## src/rtl/mem_arb_pkg.sv

```systemverilog
// Shared types for mem_arb: FSM states, request owner and write-strobe width.
// Round-robin arbitration is enabled with MEM_ARB_RR_EN; the default is data-over-fetch.
package mem_arb_pkg;

  localparam int WSTRB_W = 4;

  typedef enum logic [1:0] {
    IDLE  = 2'd0,
    ISSUE = 2'd1,
    WAIT  = 2'd2,
    RESP  = 2'd3
  } state_t;

  typedef enum logic {
    OWN_IF = 1'b0,
    OWN_D  = 1'b1
  } owner_t;

  function automatic owner_t other_owner(input owner_t o);
    return (o == OWN_D) ? OWN_IF : OWN_D;
  endfunction

endpackage

```

## src/rtl/mem_arb_pick.sv

```systemverilog
// Two-way arbiter: grant[1] = data, grant[0] = fetch; purely combinational.
// On a tie the requester named by ptr wins; a lone requester always wins.
module mem_arb_pick
  import mem_arb_pkg::*;
(
  input  logic       if_valid,
  input  logic       d_valid,
  input  owner_t     ptr,
  output logic [1:0] grant
);

  logic d_win;
  logic if_win;

  always_comb begin
    d_win  = d_valid && (!if_valid || (ptr == OWN_D));
    if_win = if_valid && !d_win;
    grant  = {d_win, if_win};
  end

endmodule

```

## src/rtl/mem_arb.sv

```systemverilog
// Fetch/data arbiter onto one memory port, one transaction in flight, rsp 3 cycles after accept at best.
// Requesters see ready only in IDLE; MEM_ARB_RR_EN selects round-robin instead of data-first.
module mem_arb
  import mem_arb_pkg::*;
#(
  parameter int ADDR_W = 32,
  parameter int DATA_W = 32
) (
  input  logic               clk,
  input  logic               resetn,

  input  logic               if_req_valid,
  input  logic [ADDR_W-1:0]  if_req_addr,
  output logic               if_req_ready,
  output logic               if_rsp_valid,
  output logic [DATA_W-1:0]  if_rsp_data,

  input  logic               d_req_valid,
  input  logic               d_req_we,
  input  logic [ADDR_W-1:0]  d_req_addr,
  input  logic [DATA_W-1:0]  d_req_wdata,
  input  logic [WSTRB_W-1:0] d_req_wstrb,
  output logic               d_req_ready,
  output logic               d_rsp_valid,
  output logic [DATA_W-1:0]  d_rsp_data,

  output logic               mem_req_valid,
  output logic               mem_req_we,
  output logic [ADDR_W-1:0]  mem_req_addr,
  output logic [DATA_W-1:0]  mem_req_wdata,
  output logic [WSTRB_W-1:0] mem_req_wstrb,
  input  logic               mem_req_ready,
  input  logic               mem_rsp_valid,
  input  logic [DATA_W-1:0]  mem_rsp_data
);

  typedef struct packed {
    logic               we;
    logic [ADDR_W-1:0]  addr;
    logic [DATA_W-1:0]  wdata;
    logic [WSTRB_W-1:0] wstrb;
  } req_t;

  state_t            state;
  state_t            state_nxt;
  owner_t            owner;
  owner_t            ptr;
  req_t              req_q;
  logic [DATA_W-1:0] rsp_q;
  logic [1:0]        grant;
  logic              take;

  mem_arb_pick u_pick (
    .if_valid (if_req_valid),
    .d_valid  (d_req_valid),
    .ptr      (ptr),
    .grant    (grant)
  );

`ifdef MEM_ARB_RR_EN
  // Prefer whichever side lost the most recent grant.
  always_ff @(posedge clk or negedge resetn) begin
    if (!resetn) begin
      ptr <= OWN_D;
    end else if (take) begin
      ptr <= grant[1] ? OWN_IF : OWN_D;
    end
  end
`else
  assign ptr = OWN_D;
`endif

  always_comb begin
    state_nxt = state;
    take      = 1'b0;
    case (state)
      IDLE: begin
        if (grant != 2'b00) begin
          take      = resetn;
          state_nxt = ISSUE;
        end
      end
      // A response arriving alongside mem_req_ready is not ours yet.
      ISSUE:   if (mem_req_ready) state_nxt = WAIT;
      WAIT:    if (mem_rsp_valid) state_nxt = RESP;
      RESP:    state_nxt = IDLE;
      default: state_nxt = IDLE;
    endcase
  end

  always_ff @(posedge clk or negedge resetn) begin
    if (!resetn) begin
      state <= IDLE;
      owner <= OWN_IF;
      req_q <= '0;
      rsp_q <= '0;
    end else begin
      state <= state_nxt;
      if (take) begin
        if (grant[1]) begin
          owner <= OWN_D;
          req_q <= '{we: d_req_we, addr: d_req_addr, wdata: d_req_wdata, wstrb: d_req_wstrb};
        end else begin
          owner <= OWN_IF;
          req_q <= '{we: 1'b0, addr: if_req_addr, wdata: '0, wstrb: '0};
        end
      end
      if ((state == WAIT) && mem_rsp_valid) begin
        rsp_q <= mem_rsp_data;
      end
    end
  end

  assign if_req_ready  = take & grant[0];
  assign d_req_ready   = take & grant[1];

  assign mem_req_valid = (state == ISSUE);
  assign mem_req_we    = mem_req_valid & req_q.we;
  assign mem_req_addr  = mem_req_valid ? req_q.addr  : '0;
  assign mem_req_wdata = mem_req_valid ? req_q.wdata : '0;
  assign mem_req_wstrb = mem_req_valid ? req_q.wstrb : '0;

  assign if_rsp_valid  = (state == RESP) && (owner == OWN_IF);
  assign d_rsp_valid   = (state == RESP) && (owner == OWN_D);
  assign if_rsp_data   = if_rsp_valid ? rsp_q : '0;
  assign d_rsp_data    = d_rsp_valid  ? rsp_q : '0;

  a_one_ready: assert property (@(posedge clk) disable iff (!resetn)
    !(if_req_ready && d_req_ready));

  a_one_rsp: assert property (@(posedge clk) disable iff (!resetn)
    !(if_rsp_valid && d_rsp_valid));

  a_req_hold: assert property (@(posedge clk) disable iff (!resetn)
    (mem_req_valid && !mem_req_ready) |=> (mem_req_valid && $stable(mem_req_addr) &&
      $stable(mem_req_wdata) && $stable(mem_req_wstrb) && $stable(mem_req_we)));

endmodule

```

## config.mk

```make
export PLATFORM = sky130hd
export DESIGN_NAME = mem_arb
export DESIGN_NICKNAME = d
export VERILOG_FILES = /design/src/rtl/mem_arb_pkg.sv /design/src/rtl/mem_arb_pick.sv /design/src/rtl/mem_arb.sv
export SDC_FILE = /design/constraint.sdc
export NUM_CORES = 1
export LEC_CHECK = 0
export CAP_MARGIN = 30
export CORE_ASPECT_RATIO = 0.6
export CORE_MARGIN = 8
export CORE_UTILIZATION = 25
export CTS_BUF_LIST = sky130_fd_sc_hd__clkbuf_2
export DETAILED_ROUTE_END_ITERATION = 12
export MAX_ROUTING_LAYER = met4
export PLACE_DENSITY = 0.67
export RECOVER_POWER = 25
export SYNTH_ARGS = -nofsm -noshare
export SYNTH_HDL_FRONTEND = slang
export SYNTH_SLANG_ARGS = --single-unit
```

## constraint.sdc

```tcl
create_clock -name clk -period 4.05 [get_ports clk]
set_input_delay 0.6075 -clock clk [delete_from_list [all_inputs] [get_ports clk]]
set_output_delay 0.6075 -clock clk [all_outputs]
set_load 0.1 [all_outputs]
```

==> results.json, run 1 <==
{
  "status": "finished, violations left",
  "failed_checks": "max-capacitance violations, max-slew violations",
  "synthesis.nets": 603,
  "initial_utilization_pct": 25.6,
  "relSlewSlack_pct": -31.1,
  "most-common-layout-cells": "136 x clkdlybuf4s50_1, 113 x buf_4, 104 x dfrtp_1",
  "htree_levels": 3,
  "final_common_cell": "clkdlybuf4s50_1",
  "clk_transition_reported_paths_ns": 0.30,
  "wl_mm": 17.1,
  "core_region_area_um2": 20100,
  "cp_max_fo": 32,
  "post_synth_num_cell_types": 24,
  "cts-root-buf": "clkbuf_2",
  "synth-seq-cells": 104,
  "grt_antenna_before_repair": 0,
  "timing.final.crit_share_pct": 79.7,
  "vias": 4291,
  "fin_cells": 998,
  "finalSetupTns_ns": 0,
  "maxCapViolCount": 1,
  "drive_gt1_share_pct": 23.2,
  "place_congestion": 0.735,
  "synth_top_area_share_pct": 50.6,
  "worst_slack_ns": 0.821,
  "grt_overflow": 0,
  "hold_path_class": "reg -> reg",
  "end_kind": "primary output",
  "cts_resized": 0,
  "dp_hpwl_mm": 13.2,
  "via_per_inst": 4.30,
  "syn_to_final_growth_pct": 60.8,
  "crit_chain": "ha_1 > buf_4 > nor2b_1 > buf_4 > and2_1 > buf_12",
  "grt_max_degree": 56,
  "syn_avg_cell_area_um2": 11.2,
  "antenna_cells": 0,
  "row_count": 40,
  "grtUsageTotal_pct": 13.5,
  "nFillCells": 1951,
  "startpoint_type": "flop",
  "leakagePower_nw": 3.97,
  "crit_type": "reg -> out",
  "cp_slowest_stage_delay_ns": 0.48,
  "crit_slowest_cell": "dfrtp_1",
  "final_nets": 863,
  "pre_cts_slack_ns": 1.47,
  "peakVddDrop_v": 0.000465,
  "synth_cells": 460,
  "finalClockSkew_ns": 0.0257,
  "cp.arrival_ns": 2.62,
  "drv_slew": 33,
  "dieArea_um2": 25600,
  "dieHeight_um": 127,
  "seq_area_frac_synth_pct": 50.6,
  "synth_area_leader_cell": "dfrtp_1",
  "worst_pin_slew_ns": 1.97,
  "antenna_left": 0,
  "min_period_ns": 3.23,
  "dpl.cell_count": 981,
  "drt_iter0_markers": 134,
  "fmax_mhz": 310,
  "p_total_w": 0.00698,
  "port_buffers": 276,
  "fp.dieW_um": 201,
  "ioPinCount": 277,
  "clkLatencyLatePin_ns": 0.60,
  "crit_path_frequent_cell": "buf_4",
  "drc": 0,
  "cp_data_required_time_ns": 3.44,
  "grt_first_pass_wirelength_mm": 27.1,
  "cts_sinks": 104,
  "cts_tree": "yes",
  "netlist_area_um2": 5140,
  "setup_viol": 0,
  "powerDensity_nw_per_um2": 845,
  "yosys_warnings": 0,
  "cts_buffers": 9,
  "clockBufferDepth": 2,
  "firstDrtPassIters": 4,
  "hold_viol_final": 0,
  "wire_per_inst_um": 17.1,
  "rsz0062_at_grt": "no",
  "fin_util_pct": 41.2,
  "synth_area_leaders": "dfrtp_1 51%, and2_1 12%, mux2_1 7.2%",
  "grt_pass1_vias": 4620
}
==> area by class of cell <==
cell class              instances  area (um2)  share of cell area [%]
repair buffers                287        2900                    35.1
flip-flops and latches        104        2600                    31.5
multi-input cells             315        2290                    27.7
well taps                     273         342                    4.13
clock inverters                 7        78.8                   0.954
clock buffers                   9        45.0                   0.545
inverters                       3        11.3                   0.136
==> what timing repair did <==
item	4_1_cts	5_1_grt
endpoints found under the hold margin	1	0
hold buffers	1	0
setup buffers	0	0
==> metal layers <==
layer / vias up / track usage [%] / wire length (um)
met1: 2002 / 17.9 / 8240
met4: 0 / 2.76 / 160
met5: - / - / 0
met3: 11 / 5.60 / 1470
li1: 2098 / - / -
met2: 180 / 19.1 / 7180
==> registers in the layout, summed over array words and instances (netlist names) <==
signal	count
owner	1
rsp_q	32
req_q	69
state	2
==> cells by family (layout without fill, tap and decap cells) <==
kind of cell	after synthesis	in the layout	share of synthesized area, %
multiplexers	65	65	13.5
flip-flops	104	104	50.6
adder cells (fa/ha/maj)	4	4	0.974
buffers and inverters	41	306	5.09
AO/OA/AOI/OAI	73	73	10.3
AND/OR/NAND/NOR	173	173	19.5
==> Yosys cell counts <==
library cell and n:
ha_1 4, a21o_1 1, buf_2 11, buf_8 1
nand3_1 1, inv_1 3, clkbuf_1 14, o21ai_1 32
and3_1 32, mux2_1 33, nor2b_1 2, nor2_1 1
and2_1 102, o211ai_2 1, and3_4 1, mux2i_1 32
and4b_1 1, o32a_1 1, buf_6 10, a22o_1 37
a221oi_2 1, dfrtp_1 104, buf_4 2, nand2_1 33
==> critical path, delay by kind of cell, from the launching register on <==
kind | cells | cell delay [ns]
buf+inv | 3 | 0.81
flops | 1 | 0.48
simple gates | 2 | 0.42
fa+ha+maj | 1 | 0.32
==> stage by stage <==
stage	hold slack, ns	cell area (um2)
3_3_place_gp	0.459	8140
6_report	0.517	8260
3_5_place_dp	0.467	8140
2_1_floorplan	0.312	5140
5_1_grt	0.442	8260
4_1_cts	0.434	8270
==> final timing paths <==
| kind | startpoint | to | slack [ns] | cells past startpoint |
|---|---|---|---|---|
| setup / recovery | state[0] | if_rsp_data[14] | 0.82 | 6 |
| hold / removal | req_q[56] | req_q[56] | 0.52 | 2 |
| setup reg to reg | state[0] | rsp_q[13] | 1.29 | 5 |
| hold reg to reg | req_q[56] | req_q[56] | 0.52 | 2 |
| max in group asynchronous | resetn | req_q[67] | 1.56 | 4 |
| min in group asynchronous | resetn | rsp_q[26] | 0.72 | 3 |
==> report_power, final <==
| group | leakage (nW) | total, W | internal (W) | switching [W] |
|---|---|---|---|---|
| sequential | 1.29 | 0.00186 | 0.00154 | 0.000313 |
| clock | 0.0737 | 0.000502 | 0.000103 | 0.000399 |
| combinational | 2.60 | 0.00462 | 0.00131 | 0.00331 |
| total | 3.97 | 0.00698 | 0.00296 | 0.00403 |
Note: power is estimated with default switching activity, not from simulation.
==> run 2, diff against run 1 <==
--- a/config.mk
+++ b/config.mk
@@ -12,7 +12,7 @@
 export CTS_BUF_LIST = sky130_fd_sc_hd__clkbuf_2
 export DETAILED_ROUTE_END_ITERATION = 12
 export MAX_ROUTING_LAYER = met4
-export PLACE_DENSITY = 0.67
+export PLACE_DENSITY = 0.69
 export RECOVER_POWER = 25
 export SYNTH_ARGS = -nofsm -noshare
 export SYNTH_HDL_FRONTEND = slang
==> constraint.sdc (replaced) <==
create_clock -name clk -period 2.9 [get_ports clk]
set_input_delay 0.435 -clock clk [delete_from_list [all_inputs] [get_ports clk]]
set_output_delay 0.435 -clock clk [all_outputs]
set_load 0.1 [all_outputs]
==> run 2 against run 1 <==
  * The run now ends clean
  * Global-route usage is 1.2 points higher
  * Count of clock-buffer cells in the layout is the same
  * Via count rose by 3.5%
  * First-iteration DRC count is 9.7% higher
  * Clock power is 60% higher
  * Cell count increased by 0.20%
  * Sequential share of layout area shrank 3.7 points
  * Total power is 55% higher
  * Critical path depth down 1
  * Core utilization up 5.5 points
  * Register-to-register slack got worse by 0.30 ns
==> results.json, run 2 (synthesized netlist as in run 1, its figures left out) <==
{
  "core_region_area_um2": 20100,
  "pre_cts_slack_ns": 0.832,
  "powerDensity_nw_per_um2": 1150,
  "crit_type": "reg -> out",
  "antenna_left": 0,
  "wl_mm": 18.0,
  "cp_data_required_time_ns": 2.47,
  "maxCapViolCount": 0,
  "cts_buffers": 9,
  "vias": 4440,
  "ioPinCount": 277,
  "hold_path_class": "in -> async",
  "drc": 0,
  "fp.dieW_um": 201,
  "row_count": 40,
  "cts-root-buf": "clkbuf_2",
  "grt_overflow": 0,
  "worstRegToRegCells": 5,
  "clkLatencyLatePin_ns": 0.62,
  "grt_antenna_before_repair": 1,
  "cp_max_fo": 33,
  "dieArea_um2": 25600,
  "final_common_cell": "clkdlybuf4s50_1",
  "timing.final.crit_share_pct": 90.8,
  "cts_tree": "yes",
  "status": "finished clean",
  "place_congestion": 0.770,
  "firstDrtPassIters": 6,
  "crit_slowest_cell": "dfrtp_1",
  "worst_pin_slew_ns": 1.33,
  "critical_path.endpoint": "if_rsp_data[7]",
  "crit_chain": "ha_1 > nor2b_1 > buf_6 > and2_1 > buf_12",
  "grtUsageTotal_pct": 14.7,
  "startpoint_type": "flop",
  "reg.largest.list": "req_q x69, rsp_q x32, state x2",
  "drt_iter0_markers": 147,
  "most-common-layout-cells": "136 x clkdlybuf4s50_1, 117 x buf_12, 104 x dfrtp_1",
  "fmax_mhz": 380,
  "grt_max_degree": 54,
  "p_total_w": 0.0108,
  "cts_sinks": 104,
  "via_per_inst": 4.44,
  "min_period_ns": 2.63,
  "clk_transition_reported_paths_ns": 0.28,
  "end_kind": "primary output",
  "initial_utilization_pct": 25.6,
  "htree_levels": 3,
  "drive_gt1_share_pct": 23.4,
  "final_nets": 864,
  "cp_slowest_stage_delay_ns": 0.51,
  "relSlewSlack_pct": 11.6,
  "largest_reg_flops": 69,
  "peakVddDrop_v": 0.000512,
  "finalClockSkew_ns": 0.0155,
  "rrSetupSlack_ns": 0.99,
  "clockBufferDepth": 2,
  "syn_to_final_growth_pct": 82.1,
  "grt_first_pass_wirelength_mm": 28.5,
  "cp.arrival_ns": 2.20,
  "dieHeight_um": 127,
  "rr_startpoint": "state[0]",
  "setup_viol": 0,
  "dp_hpwl_mm": 14.1,
  "drv_slew": 0,
  "grt_pass1_vias": 4677,
  "finalSetupTns_ns": 0,
  "regMostFlops": "req_q",
  "leakagePower_nw": 4.24,
  "whs_ns": 0.189,
  "worst_slack_ns": 0.267,
  "rsz0062_at_grt": "no",
  "hold_viol_final": 0,
  "wire_per_inst_um": 18.0,
  "worstReg2RegEnd": "req_q[17]",
  "port_buffers": 276,
  "startpoint": "state[0]"
}
## run 2: cell types whose count changed in the layout (fill, tap and decap cells not counted), sizes merged
cell / change
buf: +2
bufinv: +2
clkinv: -2
clkbuf: -1
diode: +1
## run 2: worst min-delay path by stage
stage | from | to | slack (ns) | cells past startpoint
5_1_grt | resetn | req_q[47] | 0.07 | 2
6_report | resetn | req_q[45] | 0.19 | 2
2_1_floorplan | resetn | owner | 0.14 | 0
3_3_place_gp | resetn | req_q[45] | 0.35 | 1
3_5_place_dp | resetn | req_q[47] | 0.35 | 1
4_1_cts | resetn | req_q[47] | 0.08 | 2
## run 2: through the flow
stage	cells	instance area [um2]	utilization [%]
floorplan	460	5140	-
global placement	982	9200	45.8
detailed placement	982	9200	45.8
CTS	999	9360	46.6
global route	1000	9360	46.6
finish	1000	9360	46.6
## run 2: area by class of cell
class                      instances  area (um2)
inverter                           3        11.3
tap                              273         342
multi-input combinational        315        2300
antenna                            1        2.50
clock inverter                     7        95.1
timing repair buffer             288        3970
clock buffer                       9        45.0
sequential                       104        2600
fill                            1862       10700
## run 2: power breakdown
group          leakage [nW]  internal, W  switching [W]
Combinational          2.86      0.00258        0.00486
Clock                0.0839     0.000288       0.000513
Sequential             1.29      0.00215       0.000405
Total                  4.24      0.00502        0.00578
## run 2: layer usage
| metal | vias up | global-route usage, % | routed length [um] |
|---|---|---|---|
| met5 | - | - | 0 |
| met4 | 0 | 4.31 | 307 |
| met2 | 202 | 21.3 | 7750 |
| met3 | 19 | 7.19 | 1830 |
| li1 | 2102 | - | - |
| met1 | 2117 | 17.9 | 8150 |
## run 2: repair_timing
item                                    4_1_cts  5_1_grt
hold buffers                                  1        0
hold endpoints to repair                     18        0
endpoints found under the setup margin        4       25
buffers inserted                              0        0
gates resized for setup                       1        1
## run 2: critical path, delay by kind of cell, from the launching register on
kind                     cells  cell delay, ns
flip-flops                   1            0.51
buffers and inverters        2            0.45
AND/OR/NAND/NOR              2            0.42
adder cells (fa/ha/maj)      1            0.19
==> run 3, diff against run 2 <==
--- a/config.mk
+++ b/config.mk
@@ -13,7 +13,6 @@
 export DETAILED_ROUTE_END_ITERATION = 12
 export MAX_ROUTING_LAYER = met4
 export PLACE_DENSITY = 0.69
-export RECOVER_POWER = 25
 export SYNTH_ARGS = -nofsm -noshare
 export SYNTH_HDL_FRONTEND = slang
 export SYNTH_SLANG_ARGS = --single-unit
==> run 3 against run 2 <==
  * Clock power about the same
  * Critical path type unchanged
  * Non-clock buffer count unchanged
  * Sequential share of layout area about the same
  * Core utilization about the same
  * Register-to-register slack about the same
  * Final area about the same
  * Total power about the same
  * Cell count unchanged
  * Hold slack about the same
  * Via count about the same
  * Clock skew about the same
  * Sequential power about the same
==> results.json, run 3 (synthesized netlist as in run 1, its figures left out) <==
{
  "grt_antenna_before_repair": 1,
  "end_kind": "primary output",
  "cts_tree": "yes",
  "most-common-layout-cells": "136 x clkdlybuf4s50_1, 117 x buf_12, 104 x dfrtp_1",
  "worstRegToRegCells": 5,
  "grt_pass1_vias": 4677,
  "worst_slack_ns": 0.267,
  "grt_overflow": 0,
  "via_per_inst": 4.44,
  "rrSetupSlack_ns": 0.99,
  "htree_levels": 3,
  "hold_viol_final": 0,
  "finalSetupTns_ns": 0,
  "relSlewSlack_pct": 54.5,
  "hold_path_class": "in -> async",
  "p_total_w": 0.0108,
  "grt_max_degree": 54,
  "cp_max_fo": 33,
  "leakagePower_nw": 4.24,
  "firstDrtPassIters": 6,
  "fin_util_pct": 46.7,
  "worstReg2RegEnd": "req_q[17]",
  "whs_ns": 0.190,
  "setup_viol": 0,
  "port_buffers": 276,
  "startpoint_type": "flop",
  "vias": 4438,
  "initial_utilization_pct": 25.6,
  "drc": 0,
  "crit_type": "reg -> out",
  "wire_per_inst_um": 18.0,
  "drive_gt1_share_pct": 23.4,
  "grtUsageTotal_pct": 14.7,
  "dp_hpwl_mm": 14.1,
  "grt_use_met1_pct": 17.9,
  "fmax_mhz": 380,
  "status": "finished clean",
  "final_common_cell": "clkdlybuf4s50_1",
  "largest_reg_flops": 69,
  "pre_cts_slack_ns": 0.832,
  "clk_transition_reported_paths_ns": 0.28,
  "core_region_area_um2": 20100,
  "place_congestion": 0.770,
  "post_cts_buffers": 0,
  "clkLatencyLatePin_ns": 0.62,
  "cp_data_required_time_ns": 2.47,
  "rsz0062_at_grt": "no",
  "drv_slew": 0,
  "finalClockSkew_ns": 0.0155,
  "cp.arrival_ns": 2.20,
  "fp.dieW_um": 201,
  "timing.final.crit_share_pct": 90.8,
  "reg.largest.list": "req_q x69, rsp_q x32, state x2",
  "antenna_left": 0,
  "met3_usage_pct": 7.19,
  "cts-root-buf": "clkbuf_2",
  "worst_pin_slew_ns": 0.683,
  "dieHeight_um": 127,
  "wl_mm": 18.0,
  "row_count": 40,
  "peakVddDrop_v": 0.000512,
  "grt_first_pass_wirelength_mm": 28.5,
  "busiest_layer": "met2",
  "final_nets": 864,
  "cts_buffers": 9,
  "dieArea_um2": 25600,
  "drt_iter0_markers": 147,
  "min_period_ns": 2.63,
  "cts_sinks": 104,
  "regMostFlops": "req_q",
  "met2_usage_pct": 21.3,
  "rr_startpoint": "state[0]",
  "powerDensity_nw_per_um2": 1150,
  "clockBufferDepth": 2,
  "ioPinCount": 277,
  "syn_to_final_growth_pct": 82.2,
  "maxCapViolCount": 0
}
## run 3: cell types whose count changed in the layout (fill, tap and decap cells not counted), sizes merged
| cell | change |
|---|---|
| buf | +2 |
| clkbuf | -2 |
## run 3: cell type report
type | count | area [um2]
tap | 273 | 342
timing repair buffer | 288 | 3970
multi-input combinational | 315 | 2300
inverter | 3 | 11.3
clock inverter | 7 | 95.1
sequential | 104 | 2600
antenna | 1 | 2.50
fill | 1860 | 10700
clock buffer | 9 | 45.0
## run 3: per-stage QoR
| step | area (um2) | cells |
|---|---|---|
| after floorplan | 5140 | 460 |
| after detailed placement | 9200 | 982 |
| after global placement | 9200 | 982 |
| after CTS | 9360 | 999 |
| after global routing | 9370 | 1000 |
| final | 9370 | 1000 |
## run 3: how the worst max path moves through the flow
stage	to	slack, ns	start	cells after the start
floorplan	mem_req_wdata[24]	0.20	state[1]	5
global route	if_rsp_data[7]	0.005	state[0]	5
detailed placement	mem_req_wdata[27]	0.83	state[1]	5
finish	if_rsp_data[7]	0.27	state[0]	5
CTS	if_rsp_data[7]	0.1	state[0]	5
global placement	mem_req_wdata[20]	0.84	state[1]	5
## run 3: layer usage
layer	vias to the layer above	wire length [um]
met3	19	1820
met5	-	0
met1	2115	8150
li1	2102	-
met2	202	7750
met4	0	307
## run 3: critical path, cell delays in order (launching register included)
cell     delay (ns)
dfrtp_1        0.51
ha_1           0.19
nor2b_1        0.16
buf_6          0.25
and2_1         0.26
buf_12         0.20
## run 3: what timing repair did
item | 4_1_cts | 5_1_grt
gates cloned | 0 | 0
gates resized for setup | 1 | 1
endpoints found under the hold margin | 18 | 0
hold buffers | 1 | 0
setup endpoints to repair | 4 | 25
## run 3: where the power goes
group          switching (W)  internal, W
Sequential          0.000405      0.00215
Combinational        0.00486      0.00258
Clock               0.000513     0.000288
Total                0.00578      0.00502
